===== src/rtl/uart_avs_pkg.sv =====
// Shared definitions for the Avalon-MM UART responder: register offsets,
// STATUS bit positions, the common serial FSM state type and a divider helper.
// Latency: n/a (package). Backpressure: n/a.
package uart_avs_pkg;

   // Byte addresses of the register map.
   localparam logic [4:0] RX_OFS   = 5'd0;
   localparam logic [4:0] TX_OFS   = 5'd4;
   localparam logic [4:0] STAT_OFS = 5'd8;

   // STATUS word bit positions; bits 2 and 0 are reserved and read as zero.
   localparam int RRDY_BIT = 7;
   localparam int TRDY_BIT = 6;
   localparam int TMT_BIT  = 5;
   localparam int TOE_BIT  = 4;
   localparam int ROE_BIT  = 3;
   localparam int FE_BIT   = 1;

   // Both serial engines walk the same four phases of an 8N1 frame.
   typedef enum logic [1:0] {
      IDLE  = 2'd0,
      START = 2'd1,
      DATA  = 2'd2,
      STOP  = 2'd3
   } uart_state_t;

   // Clock cycles per serial bit, integer-truncated.
   function automatic int baud_div(input int clk_hz, input int baud);
      return clk_hz / baud;
   endfunction

endpackage


===== src/rtl/uart_rx_deser.sv =====
// Purpose: synchronises uart_rxd, finds start bits and deserialises 8N1 frames.
// Latency: byte_valid/frame_err pulse one cycle after the mid-stop-bit sample.
// Backpressure: none; the consumer must take each byte_valid pulse as it comes.
// Ports: clk, rst_n (async active-low), rxd (async serial in),
//        rx_byte (last deserialised byte), byte_valid, frame_err (1-cycle pulses).
module uart_rx_deser
   import uart_avs_pkg::*;
#(
   parameter int DIV = 217
) (
   input  logic       clk,
   input  logic       rst_n,
   input  logic       rxd,
   output logic [7:0] rx_byte,
   output logic       byte_valid,
   output logic       frame_err
);

   localparam int            CW       = (DIV > 1) ? $clog2(DIV) : 1;
   localparam logic [CW-1:0] HALF_END = CW'(DIV / 2 - 1);
   localparam logic [CW-1:0] BIT_END  = CW'(DIV - 1);

   logic          rxd_meta;
   logic          rxd_sync;
   logic          rxd_prev;
   uart_state_t   state;
   uart_state_t   state_nxt;
   logic [CW-1:0] cnt;
   logic [CW-1:0] cnt_nxt;
   logic [2:0]    bit_idx;
   logic [2:0]    bit_nxt;
   logic          shift_en;
   logic          valid_nxt;
   logic          ferr_nxt;
   logic [7:0]    shreg;

   // The synchroniser and edge history reset low so that a line already low
   // at reset release cannot look like a falling edge: RX only starts after
   // it has seen the line high and then low again.
   always_ff @(posedge clk or negedge rst_n) begin
      if (!rst_n) begin
         rxd_meta <= 1'b0;
         rxd_sync <= 1'b0;
         rxd_prev <= 1'b0;
      end else begin
         rxd_meta <= rxd;
         rxd_sync <= rxd_meta;
         rxd_prev <= rxd_sync;
      end
   end

   always_ff @(posedge clk or negedge rst_n) begin
      if (!rst_n) begin
         state <= IDLE;
      end else begin
         state <= state_nxt;
      end
   end

   always_comb begin
      state_nxt = state;
      cnt_nxt   = cnt + 1'b1;
      bit_nxt   = bit_idx;
      shift_en  = 1'b0;
      valid_nxt = 1'b0;
      ferr_nxt  = 1'b0;
      case (state)
         IDLE: begin
            cnt_nxt = '0;
            if (rxd_prev && !rxd_sync) begin
               state_nxt = START;
            end
         end
         START: begin
            // Mid-start-bit check: a line back high means the edge was a glitch.
            if (cnt == HALF_END) begin
               cnt_nxt   = '0;
               bit_nxt   = '0;
               state_nxt = rxd_sync ? IDLE : DATA;
            end
         end
         DATA: begin
            if (cnt == BIT_END) begin
               cnt_nxt  = '0;
               shift_en = 1'b1;
               bit_nxt  = bit_idx + 3'd1;
               if (bit_idx == 3'd7) begin
                  state_nxt = STOP;
               end
            end
         end
         STOP: begin
            if (cnt == BIT_END) begin
               cnt_nxt   = '0;
               state_nxt = IDLE;
               valid_nxt = rxd_sync;
               ferr_nxt  = !rxd_sync;
            end
         end
         default: begin
            state_nxt = IDLE;
         end
      endcase
   end

   always_ff @(posedge clk or negedge rst_n) begin
      if (!rst_n) begin
         cnt        <= '0;
         bit_idx    <= '0;
         shreg      <= '0;
         byte_valid <= 1'b0;
         frame_err  <= 1'b0;
      end else begin
         cnt        <= cnt_nxt;
         bit_idx    <= bit_nxt;
         byte_valid <= valid_nxt;
         frame_err  <= ferr_nxt;
         // LSB arrives first, so shift in from the top.
         if (shift_en) begin
            shreg <= {rxd_sync, shreg[7:1]};
         end
      end
   end

   assign rx_byte = shreg;

endmodule


===== src/rtl/uart_avs_responder.sv =====
// Purpose: Avalon-MM slave UART (RXDATA/TXDATA/STATUS) with 8N1 TX serialiser.
// Latency: fixed one wait state; readdata valid and side effects in cycle N+1.
// Backpressure: waitrequest = ~ack; TX writes with TRDY=0 are dropped and set TOE.
// Ports: avm_clk, avm_rst (async active-low), avs_address/read/readdata/write/
//        writedata/waitrequest (Avalon-MM slave), uart_rxd (async in), uart_txd.
module uart_avs_responder
   import uart_avs_pkg::*;
#(
   parameter int CLK_HZ = 25_000_000,
   parameter int BAUD   = 115_200
) (
   input  logic        avm_clk,
   input  logic        avm_rst,
   input  logic [4:0]  avs_address,
   input  logic        avs_read,
   output logic [31:0] avs_readdata,
   input  logic        avs_write,
   input  logic [31:0] avs_writedata,
   output logic        avs_waitrequest,
   input  logic        uart_rxd,
   output logic        uart_txd
);

   localparam int            DIV     = baud_div(CLK_HZ, BAUD);
   localparam int            CW      = (DIV > 1) ? $clog2(DIV) : 1;
   localparam logic [CW-1:0] BIT_END = CW'(DIV - 1);

   // Bus handshake
   logic        ack;
   logic        rd_fire;
   logic        wr_fire;
   logic [31:0] rd_mux;
   logic [7:0]  status;
   logic        unused_wdata;

   // Register file
   logic       rrdy;
   logic       roe;
   logic       fe;
   logic       trdy;
   logic       tmt;
   logic       toe;
   logic [7:0] rx_data;
   logic [7:0] tx_hold;

   // RX engine
   logic [7:0] rx_byte;
   logic       byte_valid;
   logic       frame_err;

   // TX engine
   uart_state_t   tx_state;
   uart_state_t   tx_state_nxt;
   logic [CW-1:0] tx_cnt;
   logic [CW-1:0] tx_cnt_nxt;
   logic [2:0]    tx_bit;
   logic [2:0]    tx_bit_nxt;
   logic [7:0]    tx_shreg;
   logic          tx_load;
   logic          tx_shift;
   logic          tx_done;
   logic          txd_nxt;

   assign unused_wdata = ^avs_writedata[31:8];

   // ---------------------------------------------------------------- bus
   // Every transfer gets exactly one wait state; ack is high for one cycle
   // and then forced low so back-to-back requests are never merged.
   always_ff @(posedge avm_clk or negedge avm_rst) begin
      if (!avm_rst) begin
         ack <= 1'b0;
      end else begin
         ack <= !ack && (avs_read || avs_write);
      end
   end

   assign avs_waitrequest = !ack;
   assign rd_fire         = ack && avs_read;
   // A simultaneous read wins; the write is discarded.
   assign wr_fire         = ack && avs_write && !avs_read;

   always_comb begin
      status           = '0;
      status[RRDY_BIT] = rrdy;
      status[TRDY_BIT] = trdy;
      status[TMT_BIT]  = tmt;
      status[TOE_BIT]  = toe;
      status[ROE_BIT]  = roe;
      status[FE_BIT]   = fe;
   end

   always_comb begin
      rd_mux = '0;
      case (avs_address)
         RX_OFS:   rd_mux = {24'd0, rx_data};
         STAT_OFS: rd_mux = {24'd0, status};
         default:  rd_mux = '0;
      endcase
   end

   // Capture read data in the wait-state cycle so it is valid while ack is high.
   always_ff @(posedge avm_clk or negedge avm_rst) begin
      if (!avm_rst) begin
         avs_readdata <= '0;
      end else if (!ack && avs_read) begin
         avs_readdata <= rd_mux;
      end
   end

   // ---------------------------------------------------------------- RX
   uart_rx_deser #(
      .DIV (DIV)
   ) u_rx (
      .clk        (avm_clk),
      .rst_n      (avm_rst),
      .rxd        (uart_rxd),
      .rx_byte    (rx_byte),
      .byte_valid (byte_valid),
      .frame_err  (frame_err)
   );

   // Clears are placed ahead of sets so a new event in the same cycle as a
   // STATUS write or RXDATA read is never lost.
   always_ff @(posedge avm_clk or negedge avm_rst) begin
      if (!avm_rst) begin
         rrdy    <= 1'b0;
         roe     <= 1'b0;
         fe      <= 1'b0;
         rx_data <= '0;
      end else begin
         if (wr_fire && avs_address == STAT_OFS) begin
            fe  <= 1'b0;
            roe <= 1'b0;
         end
         if (rd_fire && avs_address == RX_OFS) begin
            rrdy <= 1'b0;
         end
         if (frame_err) begin
            fe <= 1'b1;
         end
         if (byte_valid) begin
            rx_data <= rx_byte;
            rrdy    <= 1'b1;
            // Data being read out in this very cycle is not an overrun.
            if (rrdy && !(rd_fire && avs_address == RX_OFS)) begin
               roe <= 1'b1;
            end
         end
      end
   end

   // ---------------------------------------------------------------- TX
   always_ff @(posedge avm_clk or negedge avm_rst) begin
      if (!avm_rst) begin
         tx_state <= IDLE;
      end else begin
         tx_state <= tx_state_nxt;
      end
   end

   always_comb begin
      tx_state_nxt = tx_state;
      tx_cnt_nxt   = tx_cnt + 1'b1;
      tx_bit_nxt   = tx_bit;
      tx_load      = 1'b0;
      tx_shift     = 1'b0;
      tx_done      = 1'b0;
      txd_nxt      = 1'b1;
      case (tx_state)
         IDLE: begin
            tx_cnt_nxt = '0;
            if (!trdy) begin
               tx_load      = 1'b1;
               tx_state_nxt = START;
            end
         end
         START: begin
            txd_nxt = 1'b0;
            if (tx_cnt == BIT_END) begin
               tx_cnt_nxt   = '0;
               tx_bit_nxt   = '0;
               tx_state_nxt = DATA;
            end
         end
         DATA: begin
            txd_nxt = tx_shreg[0];
            if (tx_cnt == BIT_END) begin
               tx_cnt_nxt = '0;
               tx_shift   = 1'b1;
               tx_bit_nxt = tx_bit + 3'd1;
               if (tx_bit == 3'd7) begin
                  tx_state_nxt = STOP;
               end
            end
         end
         STOP: begin
            txd_nxt = 1'b1;
            if (tx_cnt == BIT_END) begin
               tx_cnt_nxt = '0;
               // A byte already waiting in the holding register follows
               // immediately, without an idle bit between frames.
               if (!trdy) begin
                  tx_load      = 1'b1;
                  tx_state_nxt = START;
               end else begin
                  tx_done      = 1'b1;
                  tx_state_nxt = IDLE;
               end
            end
         end
         default: begin
            tx_state_nxt = IDLE;
         end
      endcase
   end

   // tx_load only fires with TRDY low and a TXDATA write is only accepted
   // with TRDY high, so the two TRDY updates can never collide.
   always_ff @(posedge avm_clk or negedge avm_rst) begin
      if (!avm_rst) begin
         tx_cnt   <= '0;
         tx_bit   <= '0;
         tx_shreg <= '0;
         tx_hold  <= '0;
         trdy     <= 1'b1;
         tmt      <= 1'b1;
         toe      <= 1'b0;
         uart_txd <= 1'b1;
      end else begin
         tx_cnt   <= tx_cnt_nxt;
         tx_bit   <= tx_bit_nxt;
         uart_txd <= txd_nxt;
         if (tx_load) begin
            tx_shreg <= tx_hold;
            trdy     <= 1'b1;
            tmt      <= 1'b0;
         end else if (tx_shift) begin
            tx_shreg <= {1'b0, tx_shreg[7:1]};
         end
         if (tx_done) begin
            tmt <= 1'b1;
         end
         if (wr_fire && avs_address == STAT_OFS) begin
            toe <= 1'b0;
         end
         if (wr_fire && avs_address == TX_OFS) begin
            if (trdy) begin
               tx_hold <= avs_writedata[7:0];
               trdy    <= 1'b0;
            end else begin
               toe <= 1'b1;
            end
         end
      end
   end

endmodule


===== config.mk =====
export PLATFORM = sky130hd
export DESIGN_NAME = uart_avs_responder
export DESIGN_NICKNAME = d
export VERILOG_FILES = /design/src/rtl/uart_avs_pkg.sv /design/src/rtl/uart_rx_deser.sv /design/src/rtl/uart_avs_responder.sv
export SDC_FILE = /design/constraint.sdc
export NUM_CORES = 1
export LEC_CHECK = 0
export CAP_MARGIN = 15
export CORE_ASPECT_RATIO = 2
export CORE_MARGIN = 2
export CORE_UTILIZATION = 38
export CTS_BUF_LIST = sky130_fd_sc_hd__clkbuf_4 sky130_fd_sc_hd__clkbuf_8
export DETAILED_ROUTE_END_ITERATION = 16
export HOLD_SLACK_MARGIN = 0.1
export REMOVE_ABC_BUFFERS = 1
export SLEW_MARGIN = 20
export SYNTH_ARGS = -nofsm -noshare
export SYNTH_HDL_FRONTEND = slang
export SYNTH_SLANG_ARGS = --single-unit

===== constraint.sdc =====
create_clock -name avm_clk -period 2.8 [get_ports avm_clk]
set_input_delay 0.56 -clock avm_clk [delete_from_list [all_inputs] [get_ports avm_clk]]
set_output_delay 0.56 -clock avm_clk [all_outputs]
set_load 0.01 [all_outputs]

Word level (Yosys, flattened, before mapping). Index checks and enable logic that the tools add are counted.

Add/subtract/negate cells: 4. Eq/ne operators: 23. Multiplexer cells: 58. Reductions and logical operators: 31.

Operators by type and width (number): 8-bit 2-to-1 mux (5); 8-bit case mux with 2 select lines (2); 1-bit 2-to-1 mux (29); 8-bit case mux with 3 select lines (1); 2-bit 2-to-1 mux (11); 8-bit by 1-bit adder with 8-bit output (second input constant) (2); 8-bit equality test (second input constant) (2); 2-bit case mux with 4 select lines (2); 3-bit 2-to-1 mux (4); 3-bit case mux with 2 select lines (2); 2-bit nonzero test (6); 1-bit logical AND (10); 2-bit by 1-bit inequality test with 1-bit output (second input constant) (5); 2-bit inequality test (second input constant) (5); 5-bit AND reduction (2); 2-bit equality test (second input constant) (4); 8-bit by 7-bit equality test with 1-bit output (second input constant) (1); 3-bit by 1-bit adder with 3-bit output (second input constant) (2); 3-bit equality test (second input constant) (2); 3-bit AND reduction (2); 5-bit by 3-bit equality test with 1-bit output (second input constant) (1); 5-bit by 4-bit equality test with 1-bit output (second input constant) (1); 5-bit logical NOT (1); 2-bit by 1-bit equality test with 1-bit output (second input constant) (2); 7 further kinds (12).

Register bits: 103. Input port bits: 42. Output and inout port bits: 34. Word-level logic and storage cells: 140.

Longest topological paths before layout. Gate-level depths: netlist (run 1).

Depth in word-level cells: 6. Depth in mapped cells: 7. Depth with buffers taken out: 6.

Hierarchy. A second synthesis (run 1) with hierarchy kept.

Cell total of the unflattened synthesis: 329. Area, all modules: 3801.1 µm².

Modules (own cells, without submodules): uart_avs_responder (times used 1, cells an instance 231, area each 2583.7 µm², seq. area each 1330.0 µm²); uart_rx_deser (times used 1, cells an instance 98, area each 1217.4 µm², seq. area each 650.6 µm²).

Worst setup path after synthesis (run 1). No wires, ideal clock.

Path kind: input to register. From: input port avs_address[1]. To: register tx_hold[0]. Data arrival time: 1809 ps. Required time: 2675 ps. Path slack: 866 ps. Stages: 3. Cells stage by stage: or3_4 nor4_4 mux2_2.

Cells in the longest elaborated chain, start to end: 3.

RTL lines: start: declaration (RTL line uart_avs_responder.sv:14) `input logic [4:0] avs_address,`; 5-bit by 3-bit equality test with 1-bit output (RTL line uart_avs_responder.sv:246) `if (wr_fire && avs_address == TX_OFS) begin`; 1-bit logical AND (RTL line uart_avs_responder.sv:246); 2-bit AND reduction (no line); end signal: assignment (RTL line uart_avs_responder.sv:248) `tx_hold <= avs_writedata[7:0];`; end: declaration (RTL line uart_avs_responder.sv:44) `logic [7:0] tx_hold;`.

Every way passes these cells. A chain may end at the register's enable or synchronous reset.

Worst setup path after layout (run 1).
From: input port avs_address[2]. To: register roe.

Cells in the longest elaborated chain, start to end: 6. Elaborated cells on any way between the ends: 9.

RTL lines: 5-bit logical NOT (RTL line uart_avs_responder.sv:145) `if (rrdy && !(rd_fire && avs_address == RX_OFS)) begin`; 1-bit logical AND (RTL line uart_avs_responder.sv:145); 1-bit logical NOT (RTL line uart_avs_responder.sv:145); 1-bit logical AND (RTL line uart_avs_responder.sv:145); 1-bit 2-to-1 mux (RTL line uart_avs_responder.sv:145); 1-bit 2-to-1 mux (*) (RTL line uart_avs_responder.sv:141) `if (byte_valid) begin`; end signal: assignment (RTL line uart_avs_responder.sv:127) `roe <= 1'b0;`; end signal: assignment (RTL line uart_avs_responder.sv:133) `roe <= 1'b0;`; end signal: assignment (RTL line uart_avs_responder.sv:146) `roe <= 1'b1;`; end: declaration (RTL line uart_avs_responder.sv:38) `logic roe;`.

Mark *: on every way between the ends. The rest lies on a longest branch, timed or not.

==> summary.txt, run 1 <==
Setup path
  – Delay-heaviest family, CP: simple AND/OR/NAND/NOR gates
  – CP bufs+invs: 1
  – Maximum fanout along the worst path: 8
  – R2R setup slack: slightly above 0.9 ns
  – Worst Path Required: ~3.0 ns
  – Critical Path Start Type: input pin
  – Crit path cell chain: clkdlybuf4s50_1 > or4_1 > or3_4 > a32o_1
  – Crit path kind: in2reg
  – CP Data Arrival Time: 2.36 ns
  – Slowest stage delay, CP: 0.67 ns
  – CP endpoint kind: register
  – CP max-delay cell: or4_1

Routing
  – Via count: around 2300
  – Drt total wl: about 6.6 mm
  – DRT antenna net count: 0
  – TritonRoute pass-1 iters: 4
  – Drt wl/cell: 13.2 µm
  – DRC Markers: 0
  – Post-DR vias/cell: between 4 and 5
  – Initial DRC count: between 100 and 150

Power
  – Internal: 2.05 mW
  – Clock Power Share: between 20 and 30%
  – Peak supply drop: 0.424 mV
  – Pwr dens: slightly below 700 nW/µm²
  – Sequential share of power: roughly half
  – P_leak: around 2.1 nW
  – Net Sw Power: around 0.92 mW
  – Switching share of power: around 30%
  – Comb power frac: a little over a fifth

CTS
  – H-tree Lvls: 3
  – Post-CTS resize count: 0
  – Maximum root-to-sink buffer count: 2
  – Clk sinks: a little under 80
  – Total clock buffers created by CTS: 9
  – Later-pin clock latency in the skew report: between 0.3 and 0.4 ns
  – Clock transition at the registers of the reported paths: roughly 0.070 ns
  – Root Driver: clkbuf_8
  – Post-CTS Setup Bufs: 0
  – CTS Hold Bufs: 0
  – CTS tree: built

STA
  – Period utilization: around three quarters
  – Post-route minimum period: between 2 and 2.5 ns
  – RSZ-0062 raised after global routing: no
  – Setup violators final: 0
  – Setup TNS: 0 ns
  – Slew headroom: between 40% and 50%
  – Final Skew: a little under 0.008 ns
  – Final Slew Violations: 0
  – Max Clk Rate: 471 MHz
  – Hold Vio Cnt, Final: 0
  – Worst-margin pin slew: ~0.77 ns

GRT
  – Gr usage total: between 10 and 15%
  – Largest net degree at the start of global routing: 45
  – Vias in the first global route: about 2400
  – Congestion Overflow GR: 0
  – Initial antenna violation count: 0
  – Global-route wire length before repair: about 11 mm

Final layout
  – ANT cells: 0
  – Final nets: roughly 420
  – Area Growth Syn to Fin: 14.4%
  – Fillers: around 940
  – Multi-input gate area: between 1500 and 2000 µm²
  – Fraction of layout cells with a size suffix above 1: about 15%
  – Reg area: 1980 µm²
  – Util after Layout: between 40 and 50%

Place
  – Dpl hpwl: approximately 4.9 mm
  – Port bufs: 27
  – Gpl congestion: ~0.74

Die
  – DIE AREA: ~11000 µm²
  – # rows: 51
  – Initial Utilization: roughly 39%
  – Die height: around 140 µm
  – Io pins: 76
  – Die X: around 74 µm
  – Core Area: about 9600 µm²

Synth
  – Synth cell types: 48
  – FFs w/ async S/R, synth: 100%
  – Ranking of synthesized cells by area: dfrtp_1, mux2_2, buf_4, ha_1, mux2i_1
  – Mapped Cells: 328
  – #FFs+latches synth: a little under 80
  – EDFF count, synth: 0
  – Synth area leader: dfrtp_1
  – Post-synth top flop: dfrtp_1
  – Post-Synthesis Cell Area: around 3700 µm²
  – Post-synthesis sequential area ratio: a little over half
  – Yosys warns: 0
  – Top cell type's share of synthesized area: around half
  – Syn_area_per_cell: 11.4 µm²

Run status
  – Outcome: completed

Flow run
  – Max_cap viols: 0

Worst hold path
  – Worst Hold Class: in2async
==> through the flow <==
stage          hold WS [ns]  power [mW]  worst slack, ns  instances  instance area [µm²]
2_1_floorplan         0.264        1.96            0.866        318                 3610
3_3_place_gp          0.335        2.15            0.336        481                 4080
3_5_place_dp          0.338        2.17            0.328        481                 4080
4_1_cts               0.160        3.02            0.710        497                 4270
5_1_grt               0.185        3.18            0.600        497                 4270
6_report              0.165        2.97            0.678        497                 4270
==> power by group through the flow <==
| stage | Clock (mW) | Sequential, mW | Combinational, mW |
|---|---|---|---|
| final | 0.826 | 1.49 | 0.649 |
| after global routing | 0.900 | 1.53 | 0.752 |
| after CTS | 0.863 | 1.49 | 0.660 |
| after detailed placement | 0 | 1.52 | 0.659 |
| after global placement | 0 | 1.51 | 0.640 |
| after floorplan | 0 | 1.47 | 0.481 |
==> flip-flops by register name, indices dropped and copies added (netlist names), 2 cells and up, named ones only <==
register and cells:
u_rx.cnt 8, u_rx.rx_byte 8, tx_state 2, tx_hold 8
tx_shreg 8, tx_bit 3, u_rx.bit_idx 3, rx_data 8
avs_readdata 8, tx_cnt 8
==> synth_stat cells (5+ instances only) <==
cell type,number
xnor2_1,5
ha_1,13
a21oi_1,11
clkbuf_1,7
nand2_1,20
nand3_1,11
nor2_1,34
o31ai_1,6
xor2_1,7
inv_1,14
dfrtp_1,76
mux2_2,26
mux2i_1,13
a22o_1,5
buf_4,24
o21ai_0,8
==> worst register-to-register path: stages (launching register included) <==
cell and delay, ns:
dfrtp_1 0.41, inv_1 0.10, ha_1 0.33, nor3b_1 0.08
a32oi_2 0.66, nand3_1 0.14, o21ai_0 0.10
==> cell families after synthesis <==
| logic type | Yosys count | share of synthesized area [%] |
|---|---|---|
| XOR/XNOR | 12 | 2.81 |
| flip-flops | 79 | 53.0 |
| buffers and inverters | 47 | 7.20 |
| other | 1 | 0.100 |
| AO/OA/AOI/OAI | 45 | 8.44 |
| AND/OR/NAND/NOR | 92 | 12.8 |
| adder cells (fa/ha/maj) | 13 | 4.35 |
| multiplexers | 39 | 11.3 |
==> cells in the final DEF (no fill, tap or decap), drive strengths merged, types with 2 or more instances in the layout <==
master	instances
dfrtp	76
nor2	34
mux2	26
clkdlybuf4s50	26
conb	24
nand2	20
inv	14
mux2i	13
ha	13
nand3	11
a21oi	11
clkbuf	10
o21ai	9
xor2	7
o31ai	6
xnor2	5
a22o	5
buf	5
nor3	4
nor3b	4
clkinv	4
dfstp	3
and2	2
and3	2
nand3b	2
or3	2
a32o	2
a21o	2
nor2b	2
o211a	2
==> routing by layer <==
layer | vias up | part of all wire [%] | track usage [%]
met5 | - | 0 | 0
met2 | 34 | 57 | 25.3
met4 | 0 | 1.9 | 6.89
met1 | 1156 | 38 | 15.1
met3 | 8 | 3.0 | 2.65
li1 | 1148 | - | -
==> path summary, 6_finish.rpt <==
path                                     start         endpoint  depth (start not counted)
max in group asynchronous              avm_rst              tmt                          2
worst min register to register   u_rx.rxd_meta    u_rx.rxd_sync                          0
worst max register to register     tx_state[1]      tx_shreg[7]                          6
worst max-delay path            avs_address[2]              roe                          4
worst min-delay path                   avm_rst  avs_readdata[2]                          1
min in group avm_clk             u_rx.rxd_meta    u_rx.rxd_sync                          0
==> cell type report <==
| type | count | share of cell area, % |
|---|---|---|
| clock inverters | 6 | 1.43 |
| inverters | 14 | 1.23 |
| well taps | 132 | 3.86 |
| flip-flops and latches | 79 | 46.3 |
| multi-input cells | 225 | 36.8 |
| clock buffers | 10 | 3.07 |
| repair buffers | 31 | 7.26 |
No activity file was read; power rests on OpenSTA's default activity.
==> run 2: changes to the inputs <==
clock period = 2.2 ns   (was 2.8 ns; I/O delays follow)
==> summary.txt, run 2 (synthesis gave the netlist of run 1 again) <==
Run status
  – Outcome: completed

STA
  – Hold Vio Cnt, Final: 0 (unchanged)
  – Worst-margin pin slew: 0.767 ns (-0.00265 ns)
  – Final Skew: 0.00303 ns (-0.00471 ns)
  – RSZ-0062 raised after global routing: no
  – Post-route minimum period: ~2.0 ns
  – Final Slew Violations: 0 (unchanged)
  – Max Clk Rate: 510 MHz
  – Slew headroom: 48.9% (+0.18 points)
  – Period utilization: 89.1%
  – Setup violators final: 0 (unchanged)

Setup path
  – Maximum fanout along the worst path: 8 (unchanged)
  – FF-to-FF Start: u_rx.cnt[0]
  – Critical Path Start Type: register
  – Worst Path Required: 2.43 ns (-0.61 ns)
  – Worst R2R Path Depth: 7 (+1)
  – R2R setup slack: 0.24 ns (-0.67 ns)
  – CP endpoint kind: register
  – Reg-to-reg endpoint: u_rx.rx_byte[1]
  – CP Data Arrival Time: 2.19 ns (-0.17 ns)
  – Crit path kind: reg2reg

Routing
  – TritonRoute pass-1 iters: 4 (unchanged)
  – Via count: 2368 (+0.94%)
  – Initial DRC count: 86 (-25%)
  – DRT antenna net count: 0 (unchanged)
  – Drt wl/cell: 13.2 µm (about the same)
  – Post-DR vias/cell: 4.72 (about the same)
  – DRC Markers: 0 (unchanged)
  – Drt total wl: 6.62 mm (+1.0%)

Final layout
  – Final instance area: 4340 µm² (+1.6%)
  – Final nets: 421 (+1.4%)
  – Fraction of layout cells with a size suffix above 1: 16.2% (+0.87 points)
  – Commonest non-fill, non-tap cell in the layout: dfrtp_1
  – Commonest non-fill, non-tap cells in the layout: dfrtp_1, nor2_1, mux2_2, clkdlybuf4s50_1, conb_1
  – ANT cells: 0 (unchanged)
  – Area Growth Syn to Fin: 16.2%

CTS
  – Total clock buffers created by CTS: 9 (unchanged)
  – CTS tree: built
  – Clock transition at the registers of the reported paths: 0.07 ns (about the same)
  – Post-CTS Setup Bufs: 0 (unchanged)
  – Later-pin clock latency in the skew report: 0.34 ns (about the same)
  – H-tree Lvls: 3 (unchanged)
  – Root Driver: clkbuf_8
  – Post-CTS resize count: 0 (unchanged)
  – Clk sinks: 79 (unchanged)
  – Maximum root-to-sink buffer count: 2 (unchanged)

Die
  – DIE AREA: 10700 µm² (unchanged)
  – Die height: 144 µm (unchanged)
  – Initial Utilization: 38.8% (unchanged)
  – Io pins: 76 (unchanged)
  – Die X: 74.1 µm (unchanged)
  – # rows: 51 (unchanged)
  – Core Area: 9640 µm² (unchanged)

Power
  – Peak supply drop: 0.527 mV (+24%)
  – Pwr dens: 881 nW/µm² (+27%)
  – Pwr Total: 3.82 mW (+29%)
  – P_leak: 2.13 nW (+1.6%)

GRT
  – Vias in the first global route: 2391 (-2.0%)
  – Largest net degree at the start of global routing: 46 (+2.2%)
  – Initial antenna violation count: 0 (unchanged)
  – Global-route wire length before repair: 11.4 mm (+0.18%)
  – Gr usage total: 13.9% (-0.089 points)
  – Congestion Overflow GR: 0 (unchanged)

Worst hold path
  – Worst Hold Class: reg2reg
  – HP Start: u_rx.rxd_meta
  – Hold EP: u_rx.rxd_sync
  – Worst Hold Path Cells: 0

Place
  – Dpl hpwl: 4.96 mm (+1.2%)
  – Port bufs: 27 (unchanged)
  – Gpl congestion: 0.756 (+2.2%)
  – Placed instance area: 4130 µm² (+1.2%)

Flow run
  – Max_cap viols: 0 (unchanged)
==> run 2: cell types whose count changed in the layout (fill, tap and decap cells not counted) <==
cell,delta
clkinv_4,-1
buf_4,+4
buf_12,+1
clkbuf_8,+2
clkinv_2,-2
dlygate4sd3_1,+1
==> run 2: layout make-up <==
class	instances	area, µm²
Clock buffer	12	159
Sequential cell	79	1980
Multi-Input combinational cell	225	1570
Timing Repair Buffer	37	370
Fill cell	912	5290
Clock inverter	3	42.5
Inverter	14	52.6
Tap cell	132	165
==> run 2: timing repair <==
| item | in CTS | in global routing |
|---|---|---|
| setup endpoints to repair | 0 | 0 |
| endpoints found under the hold margin | 31 | 0 |
| hold buffers | 1 | 0 |
==> run 2: worst max-delay path by stage <==
stage | start | to | cells past startpoint
floorplan | u_rx.cnt[0] | u_rx.rx_byte[0] | 6
finish | u_rx.cnt[0] | u_rx.rx_byte[1] | 7
CTS | u_rx.cnt[0] | u_rx.rx_byte[5] | 7
detailed placement | avs_address[1] | tx_hold[5] | 5
global placement | avs_address[1] | roe | 5
global route | u_rx.cnt[0] | u_rx.rx_byte[5] | 7
==> run 2: critical path, cell delays in order (launching register included) <==
cell and delay, ns:
dfrtp_1 0.43, inv_1 0.07, ha_1 0.16, and4b_1 0.22
nand3_1 0.14, nor2_1 0.25, buf_4 0.22, mux2_2 0.34
==> run 2: where the power goes <==
group | internal (mW) | switching, mW | total [mW]
combinational | 0.400 | 0.438 | 0.838
sequential | 1.69 | 0.213 | 1.90
clock | 0.591 | 0.494 | 1.08
total | 2.68 | 1.15 | 3.82
==> run 2: routing by layer <==
layer,share of wire [%],track usage [%]
met1,38,15.8
met4,1.7,5.17
met2,57,24.7
met3,3.2,3.41
met5,0,0
==> run 2: through the flow <==
stage	utilization, %	instances	hold slack, ns	setup WS (ns)	TNS, ns
after floorplan	-	318	0.144	0.270	0
after detailed placement	42.9	486	0.337	-0.0349	-0.251
after global routing	45.1	502	0.387	0.0477	0
final	45.1	502	0.353	0.241	0
after global placement	42.9	486	0.336	-0.00743	-0.0405
after CTS	45.1	502	0.355	0.215	0
